===== src/rtl/sprite_pos_arbiter.sv =====
// rtl/sprite_pos_arbiter.sv - round-robin double-buffered sprite position table writer (optional SPR_AUTOMOVE_EN)
module sprite_pos_arbiter #(
    parameter int NUM_REQ = 2,
    parameter int NUM_SPR = 4,
    parameter int IDX_W   = 2,
    parameter int H_MAX   = 480,
    parameter int V_MAX   = 272
) (
    input  logic                     PixelClk,
    input  logic                     nRST,
    input  logic                     frame_start,
    input  logic [NUM_REQ-1:0]       req_valid,
    output logic [NUM_REQ-1:0]       req_ready,
    input  logic [NUM_REQ*IDX_W-1:0] req_slot,
    input  logic [NUM_REQ*16-1:0]    req_x,
    input  logic [NUM_REQ*16-1:0]    req_y,
    input  logic [NUM_REQ-1:0]       req_en,
    output logic [NUM_SPR*16-1:0]    spr_x,
    output logic [NUM_SPR*16-1:0]    spr_y,
    output logic [NUM_SPR-1:0]       spr_en,
    output logic                     commit_done,
    output logic                     wr_err
);

    localparam int             PTR_W   = (NUM_REQ > 1) ? $clog2(NUM_REQ) : 1;
    localparam logic [15:0]    H_LIM   = 16'(H_MAX);
    localparam logic [15:0]    V_LIM   = 16'(V_MAX);
    localparam logic [IDX_W:0] SPR_LIM = (IDX_W + 1)'(NUM_SPR);

    typedef enum logic {S_RUN, S_COMMIT} state_t;

    state_t             state_q, state_d;
    logic [PTR_W-1:0]   rr_q, rr_d;
    logic [NUM_REQ-1:0] grant;
    logic               grant_found;
    int                 gidx;
    int                 srch_idx;
    logic               xfer;

    logic [IDX_W-1:0]   w_slot;
    logic [15:0]        w_x_raw, w_y_raw, w_x, w_y;
    logic               w_en;
    logic               w_slot_ok;

    logic [15:0]        sh_x_q  [NUM_SPR];
    logic [15:0]        sh_y_q  [NUM_SPR];
    logic               sh_en_q [NUM_SPR];
    logic [15:0]        act_x_q [NUM_SPR];
    logic [15:0]        act_y_q [NUM_SPR];
    logic               act_en_q[NUM_SPR];
    logic [15:0]        cmt_x   [NUM_SPR];
    logic [15:0]        cmt_y   [NUM_SPR];
    logic               commit_done_q;
    logic               wr_err_q;
`ifdef SPR_AUTOMOVE_EN
    logic [NUM_SPR-1:0] dirty_q;
`endif

    // Round-robin search: first valid requester at or after the pointer, wrapping
    always_comb begin
        grant       = '0;
        grant_found = 1'b0;
        gidx        = 0;
        srch_idx    = 0;
        for (int k = 0; k < NUM_REQ; k++) begin
            srch_idx = int'(rr_q) + k;
            if (srch_idx >= NUM_REQ) srch_idx = srch_idx - NUM_REQ;
            if (!grant_found && req_valid[srch_idx]) begin
                grant_found    = 1'b1;
                gidx           = srch_idx;
                grant[srch_idx] = 1'b1;
            end
        end
    end

    assign req_ready = (state_q == S_RUN) ? grant : '0;
    assign xfer      = |req_ready;

    assign w_slot    = req_slot[gidx*IDX_W +: IDX_W];
    assign w_x_raw   = req_x[gidx*16 +: 16];
    assign w_y_raw   = req_y[gidx*16 +: 16];
    assign w_en      = req_en[gidx];
    assign w_x       = (w_x_raw >= H_LIM) ? 16'd0 : w_x_raw;
    assign w_y       = (w_y_raw >= V_LIM) ? 16'd0 : w_y_raw;
    assign w_slot_ok = ({1'b0, w_slot} < SPR_LIM);

    // Next state and round-robin pointer; frame_start is ignored while committing
    always_comb begin
        state_d = state_q;
        rr_d    = rr_q;
        case (state_q)
            S_RUN: begin
                if (xfer) rr_d = (gidx == NUM_REQ - 1) ? '0 : PTR_W'(gidx + 1);
                if (frame_start) state_d = S_COMMIT;
            end
            S_COMMIT: state_d = S_RUN;
            default:  state_d = S_RUN;
        endcase
    end

    // Values loaded into the active table at the commit edge
    always_comb begin
        for (int i = 0; i < NUM_SPR; i++) begin
`ifdef SPR_AUTOMOVE_EN
            if (dirty_q[i]) begin
                cmt_x[i] = sh_x_q[i];
                cmt_y[i] = sh_y_q[i];
            end else begin
                cmt_x[i] = (sh_x_q[i] >= H_LIM - 16'd1) ? 16'd0 : sh_x_q[i] + 16'd1;
                cmt_y[i] = (sh_y_q[i] >= V_LIM - 16'd1) ? 16'd0 : sh_y_q[i] + 16'd1;
            end
`else
            cmt_x[i] = sh_x_q[i];
            cmt_y[i] = sh_y_q[i];
`endif
        end
    end

    // FSM state and arbitration pointer registers
    always_ff @(posedge PixelClk) begin
        if (!nRST) begin
            state_q <= S_RUN;
            rr_q    <= '0;
        end else begin
            state_q <= state_d;
            rr_q    <= rr_d;
        end
    end

    // Shadow writes during run, shadow-to-active copy at the commit edge
    always_ff @(posedge PixelClk) begin
        if (!nRST) begin
            for (int i = 0; i < NUM_SPR; i++) begin
                sh_x_q[i]   <= '0;
                sh_y_q[i]   <= '0;
                sh_en_q[i]  <= 1'b0;
                act_x_q[i]  <= '0;
                act_y_q[i]  <= '0;
                act_en_q[i] <= 1'b0;
            end
            commit_done_q <= 1'b0;
            wr_err_q      <= 1'b0;
`ifdef SPR_AUTOMOVE_EN
            dirty_q       <= '0;
`endif
        end else begin
            commit_done_q <= (state_q == S_COMMIT);
            if (state_q == S_COMMIT) begin
                for (int i = 0; i < NUM_SPR; i++) begin
                    act_x_q[i]  <= cmt_x[i];
                    act_y_q[i]  <= cmt_y[i];
                    act_en_q[i] <= sh_en_q[i];
`ifdef SPR_AUTOMOVE_EN
                    sh_x_q[i]   <= cmt_x[i];
                    sh_y_q[i]   <= cmt_y[i];
`endif
                end
`ifdef SPR_AUTOMOVE_EN
                dirty_q <= '0;
`endif
            end
            if (xfer) begin
                if (w_slot_ok) begin
                    sh_x_q[w_slot]  <= w_x;
                    sh_y_q[w_slot]  <= w_y;
                    sh_en_q[w_slot] <= w_en;
`ifdef SPR_AUTOMOVE_EN
                    dirty_q[w_slot] <= 1'b1;
`endif
                end else begin
                    wr_err_q <= 1'b1;
                end
            end
        end
    end

    genvar g;
    generate
        for (g = 0; g < NUM_SPR; g++) begin : g_out
            assign spr_x[g*16 +: 16] = act_x_q[g];
            assign spr_y[g*16 +: 16] = act_y_q[g];
            assign spr_en[g]         = act_en_q[g];
        end
    endgenerate

    assign commit_done = commit_done_q;
    assign wr_err      = wr_err_q;

endmodule


===== config.mk =====
export PLATFORM = sky130hd
export DESIGN_NAME = sprite_pos_arbiter
export DESIGN_NICKNAME = d
export VERILOG_FILES = /design/src/rtl/sprite_pos_arbiter.sv
export SDC_FILE = /design/constraint.sdc
export NUM_CORES = 1
export LEC_CHECK = 0
export BUFFER_PORTS_ARGS = -buffer_cell sky130_fd_sc_hd__buf_4
export CAP_MARGIN = 0
export CORE_MARGIN = 2
export CORE_UTILIZATION = 35
export DETAILED_ROUTE_END_ITERATION = 16
export HOLD_SLACK_MARGIN = 0.08
export PLACE_DENSITY = 0.63
export SLEW_MARGIN = 20
export SYNTH_ARGS = -nofsm -noshare
export SYNTH_HDL_FRONTEND = slang
export SYNTH_SLANG_ARGS = --single-unit
export TNS_END_PERCENT = 10

===== constraint.sdc =====
create_clock -name PixelClk -period 4.8 [get_ports PixelClk]
set_clock_uncertainty 0.1 [all_clocks]
set_input_delay 0.48 -clock PixelClk [delete_from_list [all_inputs] [get_ports PixelClk]]
set_output_delay 0.48 -clock PixelClk [all_outputs]
set_load 0.01 [all_outputs]

==> results.md <==
- For this run, the slowest stage of the critical path takes approximately 790 ps.
- The first detailed-routing pass ran for 5 iterations.
- The post-route worst setup slack is around 1800 ps.
- In this run, synthesis produced a sequential element count of about 270.
- Setup slack on the worst reg-to-reg path comes out at roughly 1800 ps.
- By count the netlist is led by 258 x sky130_fd_sc_hd__edfxtp_1, 158 x sky130_fd_sc_hd__and3_1, 35 x sky130_fd_sc_hd__and2_1.
- The power per standard cell area is 402.1 nW/µm².
- The final cell utilization of the core is between 40% and 50%.
- The adder and majority gate portion of the synthesized area is 0%.
- For the pin with the worst max-slew slack, the measured transition is 948.7 ps.
- The share of post-route cells with drive strength above 1 is a little under a third.
- Data on the critical path is required at its endpoint by about 4900 ps.
- In the synthesized netlist the dominant register cell turns out to be sky130_fd_sc_hd__edfxtp_1.
- The portion of synthesized area spent on multiplexers is ~1.1%.
- The startpoint kind of the worst setup timing path is a register.
- Summing the areas of all and, or, nand and nor instances in the mapped netlist gives between 10% and 20% of the synthesized area.
- The post-synthesis to final-layout area growth is 30.31%.
- The clock period minus worst slack is approximately 3000 ps.
- Entering global routing, the biggest net connects ~140 pins.
- After detailed routing, the average wire length per cell comes to about 19 µm.
- The cell count after synthesis came out at about 620.
- The arrival time of the worst setup path is 3090 ps.
- The initial cell density of the core is between 30 and 40%.
- The clock insertion delay at the later pin of the skew report is 550 ps.
- The floorplan has 62 rows.
- Detailed routing inserted a total of ~6,000 vias.
- The number of nets with antenna violations after routing is 0.
- The buffer levels on the longest clock path is 3.
- In this run the biggest area consumer among cell types represents 75.93% of the synthesized area.
- The worst setup path startpoint is state_q$_SDFF_PP0_.
- Final hold analysis gives a worst-case slack of approximately 230 ps.
- The path class of the tightest hold or removal check is in -> reg.
- The critical path ends at sh_x_q[1][8]$_SDFFCE_PN0P_.
- The summed negative setup slack over all endpoints is 0 ps.
- Global routing finished with a remaining overflow of 0.
- The count of synthesis-stage warnings from yosys is 0.
- The worst register-to-register path has a depth of 4.
- By area the synthesized netlist is led by sky130_fd_sc_hd__edfxtp_1 76%, sky130_fd_sc_hd__and3_1 9.7%, sky130_fd_sc_hd__and2_1 2.1%, sky130_fd_sc_hd__dfxtp_1 1.8%, sky130_fd_sc_hd__a22o_1 1.3%.
- The synthesized netlist occupies a cell area of between 10,000 and 15,000 µm².
- The endpoint kind of the worst setup timing path is a register.
- In this run the critical register-to-register path is captured at sh_x_q[1][8]$_SDFFCE_PN0P_.
- The count of cells in the finished layout, fillers not included, comes to approximately 1,300.
- The post-synthesis cell type count is between 40 and 50.
- After legalization and detailed placement, the total HPWL measured roughly 15,000 µm.
- The final count of pins violating max slew was 0.
- The final setup violation count is 0.
- The largest vdd supply drop is a little under 300 µV.
- The core area is ~29,000 µm².
- After synthesis, the share of flip-flops with an asynchronous set or reset is 0%.
- The highest-delay cell along the critical path is sky130_fd_sc_hd__nand2b_2.
- Before CTS, the worst setup slack after placement is 1484 ps.
- The total global routing track utilization is between 10% and 20%.
- The synthesized netlist devotes 0% of its cell area to XOR and XNOR gates.
- The total number of H-tree levels is 1.
- In this run the mean area of a mapped cell was 16.48 µm².
- After layout, the worst path uses ~63% of the clock period.
- The first global-routing pass estimated about 36,000 µm of wire.
- The fraction of the mapped netlist area in compound gates is 3.777%.
- The final-stage net count is 950.
- The top achievable clock speed is between 0.3 and 0.4 GHz.
- The initial antenna violation count is 0.
- The dominant cell by count in the synthesized netlist is sky130_fd_sc_hd__edfxtp_1.
- The number of cells after detailed placement is between 1,000 and 1,500.
- The setup path with the least slack is of type reg -> reg.
- Setup repair after global routing left no endpoint under its margin.
- The TritonCTS buffer count is 29.
- The clock tree from TritonCTS is built.
- The worst max-slew margin expressed relative to the limit is between 30% and 40%.
- After synthesis, flip-flops and latches occupy between 70% and 80% of the total area.
- The floorplan step set the die width to roughly 170 µm.
- The die covers around 31,000 µm².
- During placement, the flow inserted port buffers numbering around 210.
- The static leakage is about 5.7 nW.
- The flow ran to the end, and the final reports show no timing, DRC or antenna violations.
- The CTS clock-pin slew for the worst setup and hold paths is around 60 ps.
- The number of hold-slack violations in the final timing report came to 0.
- The post-route DRC violation count is 0.
- The biggest fanout along the worst timing path is 32.
- Traced cell by cell, the critical path runs through nor2b_1, o21ai_0, a21oi_1, nand2b_2.
- For this block, the routed nets add up to between 20,000 and 25,000 µm of wire.
- The combinational family with the most area after synthesis is simple AND/OR/NAND/NOR gates.
- In this run the count of I/O pins placed on the die edge is roughly 210.
- Yosys mapped a number of flops with a built-in enable equal to approximately 260.
- The vertical die dimension is 174.7 µm.
- In this run, the number of DRC markers left after iteration 0 of detailed routing was 493.
- Clock tree synthesis found a total of 267 sinks.
- The via count of the first global-routing pass came to 5,989.
- The cell type contributing the most total cell area after synthesis is sky130_fd_sc_hd__edfxtp_1.
- 0 antenna diodes ended up in the layout.
- At the end of routability-driven placement, the weighted congestion stood at 0.7530.
- After detailed routing, the number of vias per cell comes to 4.686.
- The critical register-to-register path startpoint is state_q$_SDFF_PP0_.
- The max-capacitance violation count is 0.
- The tree is rooted in a sky130_fd_sc_hd__clkbuf_16.
## cell type report
cell class                      instances  area, µm²
Timing Repair Buffer                  216       1632
Tap cell                              384      480.5
Sequential cell                       267       7931
Clock inverter                         22      215.2
Fill cell                            2524      15410
Inverter                                3      16.27
Clock buffer                           32      737.0
Multi-Input combinational cell        358       2285
## how the worst min path moves through the flow
| stage | slack [ps] | cells after the start | endpoint | from |
|---|---|---|---|---|
| CTS | 200 | 2 | act_x_q[0][61]$_SDFFCE_PN0P_ | nRST |
| global route | 210 | 2 | act_x_q[0][61]$_SDFFCE_PN0P_ | nRST |
| global placement | 360 | 2 | sh_en_q[2]$_DFF_P_ | sh_en_q[2]$_DFF_P_ |
| finish | 230 | 2 | act_x_q[0][61]$_SDFFCE_PN0P_ | nRST |
| detailed placement | 380 | 2 | sh_en_q[2]$_DFF_P_ | sh_en_q[2]$_DFF_P_ |
| floorplan | 340 | 2 | sh_en_q[0]$_DFF_P_ | sh_en_q[0]$_DFF_P_ |
## per-stage QoR
step / cell area, µm² / total power [W]
4_1_cts: 13290 / 0.005395
3_5_place_dp: 12320 / 0.003192
6_report: 13300 / 0.005347
5_1_grt: 13300 / 0.005522
3_3_place_gp: 12320 / 0.003186
2_1_floorplan: 10410 / 0.002959
## logic make-up (layout without fill, tap and decap cells)
| family | Yosys count | in the layout |
|---|---|---|
| other cells | 1 | 57 |
| simple gates | 249 | 249 |
| flops | 267 | 267 |
| mux | 11 | 11 |
| compound gates | 41 | 41 |
| buf+inv | 50 | 273 |
## critical path: cells and delay by family (launching register included)
family / cells / cell delay [ps]
AND/OR/NAND/NOR: 2 / 1350
AO/OA/AOI/OAI: 2 / 830
flip-flops: 1 / 340
## timing repair
action                    CTS  global route
hold endpoints to repair    1             0
resized for setup           0             0
hold buffers                1             0
setup buffers               0             0
## layout by cell type, fill, tap and decap left out, drive strengths merged, types with 4 or more instances in the layout
| cell type | Yosys | routed |
|---|---|---|
| nand3 | 4 | 4 |
| and3 | 158 | 158 |
| nand2b | 4 | 4 |
| inv | 3 | 5 |
| nor3 | 11 | 11 |
| a22o | 15 | 15 |
| nor4b | 4 | 4 |
| a22oi | 4 | 4 |
| and2 | 35 | 35 |
| nand4 | 5 | 5 |
| nor2 | 6 | 6 |
| o21ai | 5 | 5 |
| conb | 1 | 57 |
| clkinvlp | 0 | 5 |
| nor2b | 7 | 7 |
| mux2i | 11 | 11 |
| clkinv | 0 | 12 |
| dfxtp | 9 | 9 |
| edfxtp | 258 | 258 |
| nand2 | 9 | 9 |
| buf | 15 | 215 |
| clkbuf | 32 | 32 |
## state kept, by name, indices dropped and copies added (netlist names)
name         count
act_x_q         64
act_y_q         64
sh_x_q          64
sh_y_q          64
act_en_q         4
sh_en_q          4
commit_done      1
rr_q             1
state_q          1
## power breakdown
part	internal (W)	switching, W	leakage (nW)	total, W
clock	0.00128	0.000927	0.456	0.00221
sequential	0.00271	0.0000449	2.75	0.00275
combinational	0.000157	0.000233	2.53	0.000390
## per-layer routing
metal,share of wire [%],track usage (%),vias up,routed length (µm)
li1,-,-,2847,-
met1,45,21.28,2927,10980
met2,47,24.62,190,11280
met3,5.2,2.916,44,1263
met4,3.0,5.139,0,718
met5,0,0,-,0
(Power assumes the default switching activity.)
